==> config.mk <==
export PLATFORM = sky130hd
export DESIGN_NAME = traffic_light_monitor
export DESIGN_NICKNAME = d
export VERILOG_FILES = /design/src/rtl/traffic_light_monitor.sv
export SDC_FILE = /design/constraint.sdc
export NUM_CORES = 1
export LEC_CHECK = 0
export BUFFER_PORTS_ARGS = -buffer_cell sky130_fd_sc_hd__clkbuf_2
export CORE_ASPECT_RATIO = 1.75
export CORE_UTILIZATION = 37
export DETAILED_ROUTE_END_ITERATION = 7
export HOLD_SLACK_MARGIN = 0.12
export PLACE_DENSITY = 0.51
export SETUP_SLACK_MARGIN = 0.2
export SLEW_MARGIN = 30
export SYNTH_ARGS = -nofsm -noshare
export SYNTH_HDL_FRONTEND = slang
export SYNTH_SLANG_ARGS = --single-unit
==> constraint.sdc <==
create_clock -name clk -period 3.5 [get_ports clk]
set_clock_uncertainty 0.2 [all_clocks]
set_input_delay 0.525 -clock clk [delete_from_list [all_inputs] [get_ports clk]]
set_output_delay 0.525 -clock clk [all_outputs]
set_load 0.01 [all_outputs]
==> src/rtl/traffic_light_monitor.sv <==
// traffic_light_monitor: safety stage between the light controller and the lamps.
// Registers the controller's red/yellow/green request, checks one-hot encoding,
// R->G->Y->R ordering and dwell bounds, and on the first violation latches a
// fault code and flashes red until clr_fault.
// Optional build macro: TLM_FAULT_CNT_EN adds a saturating fault_count output.
module traffic_light_monitor #(
  parameter int unsigned MIN_DWELL  = 2,
  parameter int unsigned MAX_DWELL  = 16,
  parameter int unsigned FLASH_HALF = 4,
  parameter int unsigned CNT_W      = 8
) (
  input  logic       clk,
  input  logic       rst,
  input  logic       red_in,
  input  logic       yellow_in,
  input  logic       green_in,
  input  logic       clr_fault,
  output logic       lamp_red,
  output logic       lamp_yellow,
  output logic       lamp_green,
  output logic       fault,
  output logic [2:0] fault_code
`ifdef TLM_FAULT_CNT_EN
  ,
  output logic [7:0] fault_count
`endif
);

  // Phase encoding is {red, yellow, green}.
  localparam logic [2:0] PH_R = 3'b100;
  localparam logic [2:0] PH_Y = 3'b010;
  localparam logic [2:0] PH_G = 3'b001;

  localparam logic [2:0] FC_NONE   = 3'd0;
  localparam logic [2:0] FC_ONEHOT = 3'd1;
  localparam logic [2:0] FC_ORDER  = 3'd2;
  localparam logic [2:0] FC_SHORT  = 3'd3;
  localparam logic [2:0] FC_LONG   = 3'd4;

  localparam logic [CNT_W-1:0] MIN_C   = CNT_W'(MIN_DWELL);
  localparam logic [CNT_W-1:0] MAX_C   = CNT_W'(MAX_DWELL);
  localparam logic [CNT_W-1:0] FLASH_C = CNT_W'(FLASH_HALF - 1);

  typedef enum logic [1:0] {
    S_INIT  = 2'd0,
    S_RUN   = 2'd1,
    S_FAULT = 2'd2
  } state_t;

  state_t           state;
  logic [2:0]       ph_q;
  logic [CNT_W-1:0] dwell_cnt;
  logic [CNT_W-1:0] flash_cnt;

  logic [2:0]       ph_in;
  logic             ph_onehot;
  logic             ph_change;
  logic [CNT_W-1:0] dwell_inc;
  logic [2:0]       viol_code;

  // Saturating increment used by the dwell counter.
  function automatic logic [CNT_W-1:0] sat_inc(input logic [CNT_W-1:0] c);
    return (c >= MAX_C) ? MAX_C : c + CNT_W'(1);
  endfunction

  // The only legal successor of each lit phase.
  function automatic logic [2:0] succ(input logic [2:0] ph);
    logic [2:0] n;
    case (ph)
      PH_R:    n = PH_G;
      PH_G:    n = PH_Y;
      PH_Y:    n = PH_R;
      default: n = PH_R;
    endcase
    return n;
  endfunction

  function automatic logic is_onehot(input logic [2:0] ph);
    return (ph == PH_R) || (ph == PH_Y) || (ph == PH_G);
  endfunction

  assign ph_in     = {red_in, yellow_in, green_in};
  assign ph_onehot = is_onehot(ph_in);
  assign ph_change = (ph_in != ph_q);
  assign dwell_inc = sat_inc(dwell_cnt);

  // Classify the incoming phase; checks are ordered so the lowest code wins.
  // The violating phase is judged before it is latched, so it never reaches the lamps.
  always_comb begin
    viol_code = FC_NONE;
    case (state)
      S_INIT: begin
        // A controller that never produces a valid phase is a one-hot failure.
        if (!ph_onehot && (dwell_inc >= MAX_C)) viol_code = FC_ONEHOT;
      end
      S_RUN: begin
        if (!ph_onehot)                              viol_code = FC_ONEHOT;
        else if (ph_change && (ph_in != succ(ph_q))) viol_code = FC_ORDER;
        else if (ph_change && (dwell_cnt < MIN_C))   viol_code = FC_SHORT;
        else if (!ph_change && (dwell_inc >= MAX_C)) viol_code = FC_LONG;
      end
      default: viol_code = FC_NONE;
    endcase
  end

  // Monitor FSM with registered lamp and fault outputs.
  always_ff @(posedge clk or negedge rst) begin
    if (!rst) begin
      state       <= S_INIT;
      ph_q        <= '0;
      dwell_cnt   <= '0;
      flash_cnt   <= '0;
      lamp_red    <= 1'b1;
      lamp_yellow <= 1'b0;
      lamp_green  <= 1'b0;
      fault       <= 1'b0;
      fault_code  <= FC_NONE;
    end else begin
      case (state)
        S_INIT: begin
          if (ph_onehot) begin
            state                              <= S_RUN;
            ph_q                               <= ph_in;
            dwell_cnt                          <= CNT_W'(1);
            {lamp_red, lamp_yellow, lamp_green} <= ph_in;
          end else if (viol_code != FC_NONE) begin
            state       <= S_FAULT;
            fault       <= 1'b1;
            fault_code  <= viol_code;
            flash_cnt   <= '0;
            lamp_red    <= 1'b1;
            lamp_yellow <= 1'b0;
            lamp_green  <= 1'b0;
          end else begin
            // dwell_cnt doubles as the consecutive invalid-input timer here.
            dwell_cnt   <= dwell_inc;
            lamp_red    <= 1'b1;
            lamp_yellow <= 1'b0;
            lamp_green  <= 1'b0;
          end
        end
        S_RUN: begin
          if (viol_code != FC_NONE) begin
            state       <= S_FAULT;
            fault       <= 1'b1;
            fault_code  <= viol_code;
            flash_cnt   <= '0;
            lamp_red    <= 1'b1;
            lamp_yellow <= 1'b0;
            lamp_green  <= 1'b0;
          end else begin
            ph_q                               <= ph_in;
            dwell_cnt                          <= ph_change ? CNT_W'(1) : dwell_inc;
            {lamp_red, lamp_yellow, lamp_green} <= ph_in;
          end
        end
        S_FAULT: begin
          if (clr_fault) begin
            state       <= S_INIT;
            fault       <= 1'b0;
            fault_code  <= FC_NONE;
            dwell_cnt   <= '0;
            flash_cnt   <= '0;
            lamp_red    <= 1'b1;
            lamp_yellow <= 1'b0;
            lamp_green  <= 1'b0;
          end else if (flash_cnt >= FLASH_C) begin
            flash_cnt <= '0;
            lamp_red  <= ~lamp_red;
          end else begin
            flash_cnt <= flash_cnt + CNT_W'(1);
          end
        end
        default: begin
          state <= S_INIT;
        end
      endcase
    end
  end

`ifdef TLM_FAULT_CNT_EN
  // Count every entry into FAULT; survives clr_fault, cleared only by reset.
  always_ff @(posedge clk or negedge rst) begin
    if (!rst) begin
      fault_count <= '0;
    end else if ((viol_code != FC_NONE) && (fault_count != 8'hFF)) begin
      fault_count <= fault_count + 8'd1;
    end
  end
`else
  // No fault counter in this build.
`endif

endmodule
==> flow_metrics.tcl <==
set metrics [dict create \
    outcome "finished, final reports clean" \
    die_x_um 54.81 \
    slew_headroom 0.4353 \
    clock-sinks 28 \
    syn_inst 193 \
    synth_ff_type "dfrtp_1" \
    antennaDiodeCount 0 \
    layout_common_cells "dfrtp_1 (27), nand2_1 (24), inv_1 (12), clkbuf_2 (12), nor2_1 (11)" \
    post_cts_buffers 0 \
    globalplace.congestion 0.8475 \
    syn_to_final_growth_pct 8.246 \
    worst_pin_slew_ps 845.0 \
    pre_cts_ws_ps 477.6 \
    synth_edf_count 0 \
    cts.clk_slew.worst_paths_ps 90 \
    p_leak_nw 0.9044 \
    gr-total-overflow 0 \
    holdPathStages 1 \
    cp.arrival_ps 2970 \
    core-area_um2 4666 \
    clk_latency_ps 280 \
    r2r-end "fault_code[2]$_DFFE_PN0P_" \
    route.detailed.drc 0 \
    antenna_found_initial 0 \
    critPathKind "register to register" \
    finalHoldViolCount 0 \
    max_freq_mhz 333.7 \
    postSynth.asyncResetShare 1.000 \
    syn-cell-area_um2 1805 \
    slowest_delay_ps 790 \
    hp-class "register to register" \
    viasPerCell 5.696 \
    rrSetupSlack_ps 500 \
    syn_avg_cell_area_um2 9.355 \
    min_period_ps 2997 \
    drive_gt1_frac 0.1642 \
    dieHeight_um 94.41 \
    synth.area.top_cells "dfrtp_1 (37%), nand2_1 (5.0%), ha_1 (4.9%), mux2i_1 (3.9%), nand3_1 (2.5%)" \
    yosysWarnings 0 \
    slew_violations 0 \
    routed_wl_um 4053 \
    cap_violations 0 \
    p_per_area_nw_per_um2 769.4 \
    synthDistinctLibCells 49 \
    rr_worst_depth 6 \
    drt_iter0_drc 27 \
    cts_buffers 3 \
    yosysSeqAreaShare 0.3888 \
    crit_fanout 17 \
    slowest_stage "o311ai_4" \
    dr_total_vias 1441 \
    cts_tree "yes" \
    ant_nets 0 \
    grt_pass1_vias 1469 \
    synth.top_cell.area_share 0.3742 \
    endpoint_kind "register" \
    yosys.area.top_type "dfrtp_1" \
    wire_per_inst_um 16.02 \
    grt_pass1_wl_um 6630 \
    grtUsageTotal 0.1764 \
    drt_first_pass_iters 6 \
    n_fill_cell 460 \
    clockRootBuffer "clkbuf_8" \
    io_pins 13 \
    layout_commonest_cell "dfrtp_1" \
    totalNegativeSetupSlack_ps 0 \
    timing.rr.start "state[1]$_DFFE_PN0N_" \
    path_cells "inv_1 -> ha_1 -> nand2_1 -> o311ai_4 -> o221ai_1 -> a32o_1" \
    grt_max_degree 29 \
    nets 215 \
    critical_path.startpoint "state[1]$_DFFE_PN0N_" \
    hpwl_um 3063 \
    setup_viol 0 \
    synth_nets 206 \
    cp-endpoint "fault_code[2]$_DFFE_PN0P_" \
    rsz0062_at_grt "no" \
    ys_seq_elements 28 \
    portBuffers 12 \
    rows 33 \
    ir_drop_mv 0.4544 \
    die_area_um2 5174 \
    cts_buffer_depth 2 \
    start_util 0.3870 \
    fin_crit_sh 0.8563 \
    cp-start-kind "register" \
    fin_ws_ps 503.1 \
    cp.required_ps 3470 \
    cts-htree-levels 1 \
]
-- repair_timing --
action                                 CTS  global route
resized for setup                        0             0
endpoints found under the hold margin   27             0
hold buffers                             1             0
-- through the flow --
stage	area (µm²)	hold slack, ps	power, mW	utilization	cells
6_report	1954	291.9	1.504	0.4189	253
2_1_floorplan	1805	29.41	1.095	-	193
3_3_place_gp	1873	270.8	1.234	0.4014	248
4_1_cts	1954	306.3	1.518	0.4189	253
3_5_place_dp	1873	281.9	1.254	0.4014	248
5_1_grt	1954	319.7	1.624	0.4189	253
-- flip-flops by register name, indices dropped and copies added, names as in the netlist --
signal,count
flash_cnt,8
ph_q,3
state,2
lamp_green,1
fault,1
fault_code,3
lamp_yellow,1
lamp_red,1
dwell_cnt,8
-- power by group --
group	switching [mW]	internal [mW]	total (mW)	leakage, nW
sequential	0.0820	0.407	0.489	0.370
combinational	0.455	0.304	0.759	0.498
clock	0.102	0.153	0.256	0.0357
total	0.639	0.864	1.50	0.904
-- synthesized netlist by cell type (6+ instances only) --
master,instances
dfrtp_1,27
a21oi_1,8
nor2_1,11
nand3_1,9
o21ai_0,7
nand2_1,24
ha_1,7
and2_1,6
mux2i_1,7
inv_1,12
-- metal layers --
metal | track usage | part of all wire | vias to the layer above
met5 | 0 | 0 | -
met3 | 0.01771 | 0.014 | 7
met4 | 0.06838 | 0.017 | 0
met2 | 0.3333 | 0.57 | 18
met1 | 0.1839 | 0.40 | 719
li1 | - | - | 697
-- worst max-delay path, delay by kind of cell, from the launching register on --
family / cells / cell delay (ps)
AO/OA/AOI/OAI: 3 / 1440
adder cells (fa/ha/maj): 1 / 520
buffers and inverters: 1 / 100
flip-flops: 1 / 420
AND/OR/NAND/NOR: 1 / 210
-- how the worst min path moves through the flow --
stage                                    from                   endpoint  slack [ps]
global placement    fault_code[0]$_DFFE_PN0P_  fault_code[0]$_DFFE_PN0P_         270
global route         flash_cnt[7]$_DFFE_PN0P_   flash_cnt[7]$_DFFE_PN0P_         320
CTS                  flash_cnt[7]$_DFFE_PN0P_   flash_cnt[7]$_DFFE_PN0P_         310
finish              fault_code[0]$_DFFE_PN0P_  fault_code[0]$_DFFE_PN0P_         290
floorplan                                 rst   dwell_cnt[0]$_DFFE_PN0P_          30
detailed placement   flash_cnt[7]$_DFFE_PN0P_   flash_cnt[7]$_DFFE_PN0P_         280
-- final cells by class --
cell class	instances	area (µm²)	share of cell area
multi-input combinational	142	985.9	0.5045
clock inverter	1	30.03	0.01536
timing repair buffer	15	85.08	0.04353
tap	52	65.06	0.03329
inverter	12	45.04	0.02305
clock buffer	3	41.29	0.02113
sequential	28	701.9	0.3592
-- logic make-up (layout without fill, tap and decap cells) --
family                   after synthesis  in the layout  share of synthesized area
AND/OR/NAND/NOR                       73             73                     0.2148
multiplexers                           8              8                    0.04712
flip-flops                            28             28                     0.3888
adder cells (fa/ha/maj)                7              7                    0.04851
AO/OA/AOI/OAI                         49             49                     0.2114
XOR/XNOR                               5              5                    0.02425
buffers and inverters                 23             31                    0.06513
Power figures use the tool's default switching activity.
